**src/rtl/nn_weight_update.sv**
```systemverilog
// Stochastic-computing weight update: accumulates signed delta*act over a window, then
// applies a learning-rate-scaled step to a sign-magnitude weight. Macro NN_WUPDATE_EXTRND_EN
// replaces the internal LFSR with an external RND input.
module nn_weight_update #(
  parameter int unsigned WIDTH      = 8,
  parameter int unsigned EPOCH_LOG2 = 8,
  parameter int unsigned LR_SHIFT   = 2,
  parameter int unsigned W_INIT     = 128,
  parameter int unsigned SEED       = 1
) (
  input  logic             CLK,
  input  logic             INIT,
  input  logic             EN,
  input  logic             delta,
  input  logic             SIGN,
  input  logic             act,
`ifdef NN_WUPDATE_EXTRND_EN
  input  logic [WIDTH-1:0] RND,
`endif
  output logic             alpha,
  output logic             W_SIGN,
  output logic [WIDTH-1:0] W,
  output logic             UPDATE
);

  localparam int unsigned AW = EPOCH_LOG2 + 2;
  // Wide enough that |W| + |step| never overflows before saturation.
  localparam int unsigned VW = ((WIDTH > AW) ? WIDTH : AW) + 2;
  localparam logic [EPOCH_LOG2-1:0] CntLast = '1;
  localparam logic signed [VW-1:0] VMax = VW'((2 ** WIDTH) - 1);

  typedef enum logic [1:0] {StIdle, StAccum, StApply} state_e;

  state_e                 state_q, state_d;
  logic signed [AW-1:0]   acc_q, acc_d;
  logic [EPOCH_LOG2-1:0]  cnt_q, cnt_d;
  logic signed [AW-1:0]   step_q, step_d;
  logic [WIDTH-1:0]       w_q, w_d;
  logic                   w_sign_q, w_sign_d;
  logic                   update_q, update_d;
  logic                   alpha_q, alpha_d;
  logic [WIDTH-1:0]       rnd;

`ifdef NN_WUPDATE_EXTRND_EN
  assign rnd = RND;
`else
  function automatic logic [31:0] lfsr_taps(input int unsigned w);
    case (w)
      2:       lfsr_taps = 32'h0000_0003;
      3:       lfsr_taps = 32'h0000_0006;
      4:       lfsr_taps = 32'h0000_000C;
      5:       lfsr_taps = 32'h0000_0014;
      6:       lfsr_taps = 32'h0000_0030;
      7:       lfsr_taps = 32'h0000_0060;
      8:       lfsr_taps = 32'h0000_00B8;
      9:       lfsr_taps = 32'h0000_0110;
      10:      lfsr_taps = 32'h0000_0240;
      11:      lfsr_taps = 32'h0000_0500;
      12:      lfsr_taps = 32'h0000_0829;
      13:      lfsr_taps = 32'h0000_100D;
      14:      lfsr_taps = 32'h0000_2015;
      15:      lfsr_taps = 32'h0000_6000;
      16:      lfsr_taps = 32'h0000_D008;
      default: lfsr_taps = 32'h8020_0003;
    endcase
  endfunction

  localparam logic [WIDTH-1:0] Taps = WIDTH'(lfsr_taps(WIDTH));

  logic [WIDTH-1:0] lfsr_q;

  always_ff @(posedge CLK or posedge INIT) begin
    if (INIT) begin
      lfsr_q <= WIDTH'(SEED);
    end else begin
      lfsr_q <= {lfsr_q[WIDTH-2:0], ^(lfsr_q & Taps)};
    end
  end

  assign rnd = lfsr_q;
`endif

  logic signed [AW-1:0] contrib, acc_sum, step_calc;
  logic [AW-1:0]        acc_mag, acc_shr;
  logic signed [VW-1:0] v_mag, v_cur, v_new, v_sat, v_abs;

  always_comb begin
    contrib = '0;
    if (delta && act) begin
      contrib = SIGN ? {AW{1'b1}} : AW'(1);
    end
    acc_sum = acc_q + contrib;
    // Divide by magnitude so the step truncates toward zero for negative sums.
    acc_mag   = acc_sum[AW-1] ? -acc_sum : acc_sum;
    acc_shr   = acc_mag >> LR_SHIFT;
    step_calc = acc_sum[AW-1] ? -signed'(acc_shr) : signed'(acc_shr);

    v_mag = {{(VW-WIDTH){1'b0}}, w_q};
    v_cur = w_sign_q ? -v_mag : v_mag;
    v_new = v_cur + {{(VW-AW){step_q[AW-1]}}, step_q};
    if (v_new > VMax) begin
      v_sat = VMax;
    end else if (v_new < -VMax) begin
      v_sat = -VMax;
    end else begin
      v_sat = v_new;
    end
    v_abs = v_sat[VW-1] ? -v_sat : v_sat;
  end

  always_comb begin
    state_d  = state_q;
    acc_d    = acc_q;
    cnt_d    = cnt_q;
    step_d   = step_q;
    w_d      = w_q;
    w_sign_d = w_sign_q;
    update_d = 1'b0;
    alpha_d  = (w_q != '0) && (rnd <= w_q);
    case (state_q)
      // An enabled cycle in IDLE is counted so a paused window resumes seamlessly.
      StIdle, StAccum: begin
        if (EN) begin
          if (cnt_q == CntLast) begin
            step_d  = step_calc;
            acc_d   = '0;
            cnt_d   = '0;
            state_d = StApply;
          end else begin
            acc_d   = acc_sum;
            cnt_d   = cnt_q + 1'b1;
            state_d = StAccum;
          end
        end else begin
          state_d = StIdle;
        end
      end
      StApply: begin
        w_d      = v_abs[WIDTH-1:0];
        w_sign_d = v_sat[VW-1];
        update_d = 1'b1;
        state_d  = EN ? StAccum : StIdle;
      end
      default: state_d = StIdle;
    endcase
  end

  always_ff @(posedge CLK or posedge INIT) begin
    if (INIT) begin
      state_q  <= StIdle;
      acc_q    <= '0;
      cnt_q    <= '0;
      step_q   <= '0;
      w_q      <= WIDTH'(W_INIT);
      w_sign_q <= 1'b0;
      update_q <= 1'b0;
      alpha_q  <= 1'b0;
    end else begin
      state_q  <= state_d;
      acc_q    <= acc_d;
      cnt_q    <= cnt_d;
      step_q   <= step_d;
      w_q      <= w_d;
      w_sign_q <= w_sign_d;
      update_q <= update_d;
      alpha_q  <= alpha_d;
    end
  end

  assign W      = w_q;
  assign W_SIGN = w_sign_q;
  assign UPDATE = update_q;
  assign alpha  = alpha_q;

endmodule

```
**config.mk**
```make
export PLATFORM = sky130hd
export DESIGN_NAME = nn_weight_update
export DESIGN_NICKNAME = d
export VERILOG_FILES = /design/src/rtl/nn_weight_update.sv
export SDC_FILE = /design/constraint.sdc
export NUM_CORES = 1
export LEC_CHECK = 0
export ABC_AREA = 1
export CELL_PAD_IN_SITES_DETAIL_PLACEMENT = 1
export CELL_PAD_IN_SITES_GLOBAL_PLACEMENT = 1
export CORE_ASPECT_RATIO = 1.5
export CORE_UTILIZATION = 45
export CTS_CLUSTER_DIAMETER = 200
export DETAILED_ROUTE_END_ITERATION = 8
export MAX_ROUTING_LAYER = met4
export PLACE_DENSITY_LB_ADDON = 0.1
export SYNTH_ARGS = -nofsm -noshare
export SYNTH_HDL_FRONTEND = slang
export SYNTH_SLANG_ARGS = --single-unit
```
**constraint.sdc**
```tcl
create_clock -name CLK -period 5.9 [get_ports CLK]
set_input_delay 1.18 -clock CLK [delete_from_list [all_inputs] [get_ports CLK]]
set_output_delay 1.18 -clock CLK [all_outputs]
set_load 0.05 [all_outputs]
```
==> report_table.html <==
<table>
<tr><th>Metric</th><th>Value</th></tr>
<tr><th colspan="2">Placement</th></tr>
<tr><td>Total of buffers placed on input and output ports</td><td>16</td></tr>
<tr><td>Sum of net half-perimeters after detailed placement</td><td>9.00 mm</td></tr>
<tr><td>Placed inst area</td><td>4270 um^2</td></tr>
<tr><td>Routability congestion estimate from global placement</td><td>roughly 0.84</td></tr>
<tr><th colspan="2">Drt</th></tr>
<tr><td>Post-route DRC violation count</td><td>0</td></tr>
<tr><td>Per-cell via count in the routed design</td><td>5.46</td></tr>
<tr><td>Met3 routed WL</td><td>around 160 um</td></tr>
<tr><td>Length of routed wiring on met1</td><td>roughly 4.5 mm</td></tr>
<tr><td>Routed vias</td><td>3784</td></tr>
<tr><td>Iter 0 DRT Violations</td><td>140</td></tr>
<tr><td>Total length of routed met2 wires</td><td>approximately 6.3 mm</td></tr>
<tr><td>Per-cell routed wire length</td><td>16.4 um</td></tr>
<tr><td>Antenna-violating nets left</td><td>0</td></tr>
<tr><td>Top layer in use</td><td>met4</td></tr>
<tr><td>WL final</td><td>11.4 mm</td></tr>
<tr><td>First-pass iteration count of the detailed router</td><td>4</td></tr>
<tr><th colspan="2">Synthesis</th></tr>
<tr><td>Share of the synthesized area in the top cell type</td><td>about 30%</td></tr>
<tr><td>Number of instances in the synthesized netlist</td><td>~570</td></tr>
<tr><td>Mapped cell area</td><td>4020 um^2</td></tr>
<tr><td>Share of synthesized area spent on multiplexers</td><td>0%</td></tr>
<tr><td>Number of storage elements in the synthesis netlist</td><td>49</td></tr>
<tr><td>Ys Warns</td><td>0</td></tr>
<tr><td>Xor/xnor share of the synthesized area</td><td>4.58%</td></tr>
<tr><td>Register area share after synthesis</td><td>between 30% and 40%</td></tr>
<tr><td>Largest cells by area after synthesis</td><td>sky130_fd_sc_hd__dfrtp_1, sky130_fd_sc_hd__nand2_1, sky130_fd_sc_hd__ha_1, sky130_fd_sc_hd__inv_1, sky130_fd_sc_hd__nand3_1</td></tr>
<tr><td>Compound-gate portion of the synthesized area</td><td>approximately a tenth</td></tr>
<tr><td>Synth unique cells</td><td>35</td></tr>
<tr><td>Cell accounting for the most synthesized area</td><td>sky130_fd_sc_hd__dfrtp_1</td></tr>
<tr><td>Share of synthesized cell area in and, or, nand and nor gates</td><td>roughly a third</td></tr>
<tr><td>Post-Synth Adder-Cell Area</td><td>11.9%</td></tr>
<tr><td>Largest family of logic cells by synthesized area</td><td>simple AND/OR/NAND/NOR gates</td></tr>
<tr><td>Number of nets produced by synthesis</td><td>slightly above 600</td></tr>
<tr><td>Synthesized area per cell</td><td>7.06 um^2</td></tr>
<tr><th colspan="2">Timing</th></tr>
<tr><td>Worst clock skew</td><td>0.00580 ns</td></tr>
<tr><td>Peak clock frequency supported by timing</td><td>0.198 GHz</td></tr>
<tr><td>Setup violators final</td><td>0</td></tr>
<tr><td>Final hold viol count</td><td>0</td></tr>
<tr><td>Total negative setup slack</td><td>0 ns</td></tr>
<tr><td>Measured slew at the worst slew-check pin</td><td>1.13 ns</td></tr>
<tr><td>Number of max-slew violations in the final report</td><td>0</td></tr>
<tr><td>Slew Limit Headroom</td><td>a little under a quarter</td></tr>
<tr><td>Final period util</td><td>85.4%</td></tr>
<tr><td>Final critical path time including I/O delays and setup</td><td>5.04 ns</td></tr>
<tr><td>Setup repair after global routing missed its margin</td><td>false</td></tr>
<tr><th colspan="2">Worst setup path</th></tr>
<tr><td>Biggest cell delay along the critical path</td><td>0.41 ns</td></tr>
<tr><td>Crit path launch type</td><td>register</td></tr>
<tr><td>Library cell contributing the largest single delay on the critical path</td><td>sky130_fd_sc_hd__dfrtp_1</td></tr>
<tr><td>Required time worst endpoint</td><td>approximately 6.1 ns</td></tr>
<tr><td>Critical path start-end classification</td><td>reg -&gt; reg</td></tr>
<tr><td>Largest fanout on the critical path</td><td>6</td></tr>
<tr><td>Critical Path Most Common Cell</td><td>sky130_fd_sc_hd__inv_1</td></tr>
<tr><td>Data arrival time of the critical path</td><td>5.22 ns</td></tr>
<tr><td>Critical path endpoint category</td><td>register</td></tr>
<tr><th colspan="2">Outcome</th></tr>
<tr><td>Status</td><td>completed</td></tr>
<tr><th colspan="2">Clock tree</th></tr>
<tr><td>Hold bufs inserted after CTS</td><td>0</td></tr>
<tr><td>Sinks on Clock Net</td><td>49</td></tr>
<tr><td>Number of buffers created by CTS</td><td>5</td></tr>
<tr><td>Clock root cell</td><td>sky130_fd_sc_hd__clkbuf_16</td></tr>
<tr><td>Clk Latency, worst-skew pair</td><td>0.30 ns</td></tr>
<tr><td>Resized cells post-CTS</td><td>0</td></tr>
<tr><td>Clock transition at the register clock pins on the worst setup and hold paths after CTS</td><td>0.07 ns</td></tr>
<tr><td>CTS max path bufs</td><td>2</td></tr>
<tr><td>Setup Fix Bufs, Post-CTS</td><td>0</td></tr>
<tr><td>CTS tree</td><td>done</td></tr>
<tr><td>Depth of the CTS H-tree</td><td>2</td></tr>
<tr><th colspan="2">Power</th></tr>
<tr><td>Pleak</td><td>2.30 nW</td></tr>
<tr><td>Worst IR drop on VDD</td><td>0.172 mV</td></tr>
<tr><td>Power density over the cells</td><td>362 nW/um^2</td></tr>
<tr><th colspan="2">Final layout</th></tr>
<tr><td>Count of nets after finishing</td><td>~630</td></tr>
<tr><td>Share of cells above drive strength 1</td><td>8.36%</td></tr>
<tr><td>P&amp;R area growth vs syn</td><td>9.94%</td></tr>
<tr><td>Final instance area</td><td>4420 um^2</td></tr>
<tr><td>Antenna fix cells</td><td>0</td></tr>
<tr><td># fillers</td><td>1130</td></tr>
<tr><td>Commonest cells after routing, fill and taps aside</td><td>sky130_fd_sc_hd__nand2_1, sky130_fd_sc_hd__inv_1, sky130_fd_sc_hd__nand3_1</td></tr>
<tr><td>Most common library cell in the layout ignoring fill and taps</td><td>sky130_fd_sc_hd__nand2_1</td></tr>
<tr><th colspan="2">Global routing</th></tr>
<tr><td>Global-route wire length before repair</td><td>19.1 mm</td></tr>
<tr><td>Global route overflow</td><td>0</td></tr>
<tr><td>Antenna violations before repair</td><td>0</td></tr>
<tr><td>Maximum number of pins on one net before global-route repair</td><td>50</td></tr>
<tr><td>Via count of the first global-routing pass</td><td>4026</td></tr>
<tr><td>Total global routing track utilization</td><td>26.9%</td></tr>
<tr><th colspan="2">Die</th></tr>
<tr><td>Cell row count</td><td>41</td></tr>
<tr><td>Die width</td><td>between 70 and 80 um</td></tr>
<tr><td>Floorplan die area</td><td>9310 um^2</td></tr>
<tr><td>Placeable Area</td><td>around 8500 um^2</td></tr>
<tr><td>Die height</td><td>118 um</td></tr>
<tr><td>Starting Density</td><td>a little under half</td></tr>
<tr><td>Top-Level Pins</td><td>17</td></tr>
<tr><th colspan="2">Flow run</th></tr>
<tr><td>Max-cap violation count</td><td>0</td></tr>
<tr><th colspan="2">Min path</th></tr>
<tr><td>Class of the tightest hold or removal check</td><td>reg -&gt; reg</td></tr>
</table>
final timing paths:
kind	to	depth (start not counted)	slack [ns]	from
max	W[6]	30	0.86	W[1]
min	lfsr_q[7]	0	0.40	lfsr_q[6]
max reg2reg	W[6]	30	0.86	W[1]
min reg2reg	lfsr_q[7]	0	0.40	lfsr_q[6]
max in group asynchronous	acc_q[5]	2	3.77	INIT
min in group asynchronous	cnt_q[4]	2	1.45	INIT
power by group:
group	total [W]	leakage (nW)	internal, W	switching, W
Clock	0.000298	0.0704	0.000160	0.000138
Combinational	0.000842	1.59	0.000279	0.000562
Sequential	0.000458	0.635	0.000407	0.0000511
Total	0.00160	2.30	0.000846	0.000752
metal layers:
layer | vias up | GRT usage (%)
met5 | - | -
met4 | 0 | 11.8
met3 | 31 | 3.18
met2 | 40 | 49.8
met1 | 1832 | 27.5
li1 | 1881 | -
synth_stat cells (all sizes together):
| library cell | number |
|---|---|
| nand3b | 3 |
| or2 | 1 |
| nand4 | 18 |
| o22ai | 4 |
| inv | 90 |
| nor3 | 10 |
| nor2 | 41 |
| fa | 2 |
| o21a | 2 |
| xnor2 | 7 |
| nand2 | 159 |
| ha | 35 |
| o21ai | 35 |
| buf | 3 |
| o211ai | 6 |
| nand3 | 55 |
| a21oi | 25 |
| dfrtp | 47 |
| dfstp | 2 |
| xor2 | 14 |
| o31ai | 1 |
| nor4 | 2 |
| clkbuf | 4 |
| clkinv | 3 |
layout make-up:
cell class              instances  area, um^2  share of cell area [%]
multi-input cells             420        2390                    54.2
flip-flops and latches         49        1230                    27.8
inverters                      93         349                    7.91
repair buffers                 16         160                    3.63
well taps                     107         134                    3.03
clock buffers                   5         125                    2.83
clock inverters                 3        25.0                   0.567
state kept, by name (all words and copies together), names as in the netlist:
| name | cells |
|---|---|
| alpha | 1 |
| acc_q | 10 |
| step_q | 10 |
| state_q | 2 |
| UPDATE | 1 |
| lfsr_q | 8 |
| W_SIGN | 1 |
| W | 8 |
| cnt_q | 8 |
worst max-delay path: cells and delay by family (launching register included):
kind / cells / cell delay, ns
flip-flops: 1 / 0.41
adder cells (fa/ha/maj): 4 / 1.14
AO/OA/AOI/OAI: 3 / 0.40
buffers and inverters: 8 / 0.66
AND/OR/NAND/NOR: 15 / 2.33
logic make-up after synthesis:
group	count (synthesis)
compound gates	73
fa+ha+maj	37
buf+inv	100
flops	49
xor+xnor	21
simple gates	289
metrics by stage:
| step | hold WS [ns] | power, W | cells | setup WS (ns) | utilization (%) |
|---|---|---|---|---|---|
| after floorplan | 0.357 | 0.00112 | 569 | 1.53 | - |
| after global placement | 0.369 | 0.00125 | 685 | 1.32 | 50.1 |
| after detailed placement | 0.383 | 0.00129 | 685 | 0.934 | 50.1 |
| after CTS | 0.402 | 0.00161 | 693 | 0.899 | 51.9 |
| after global routing | 0.416 | 0.00174 | 693 | 0.557 | 51.9 |
| final | 0.399 | 0.00160 | 693 | 0.860 | 51.9 |
(Power assumes the default switching activity.)
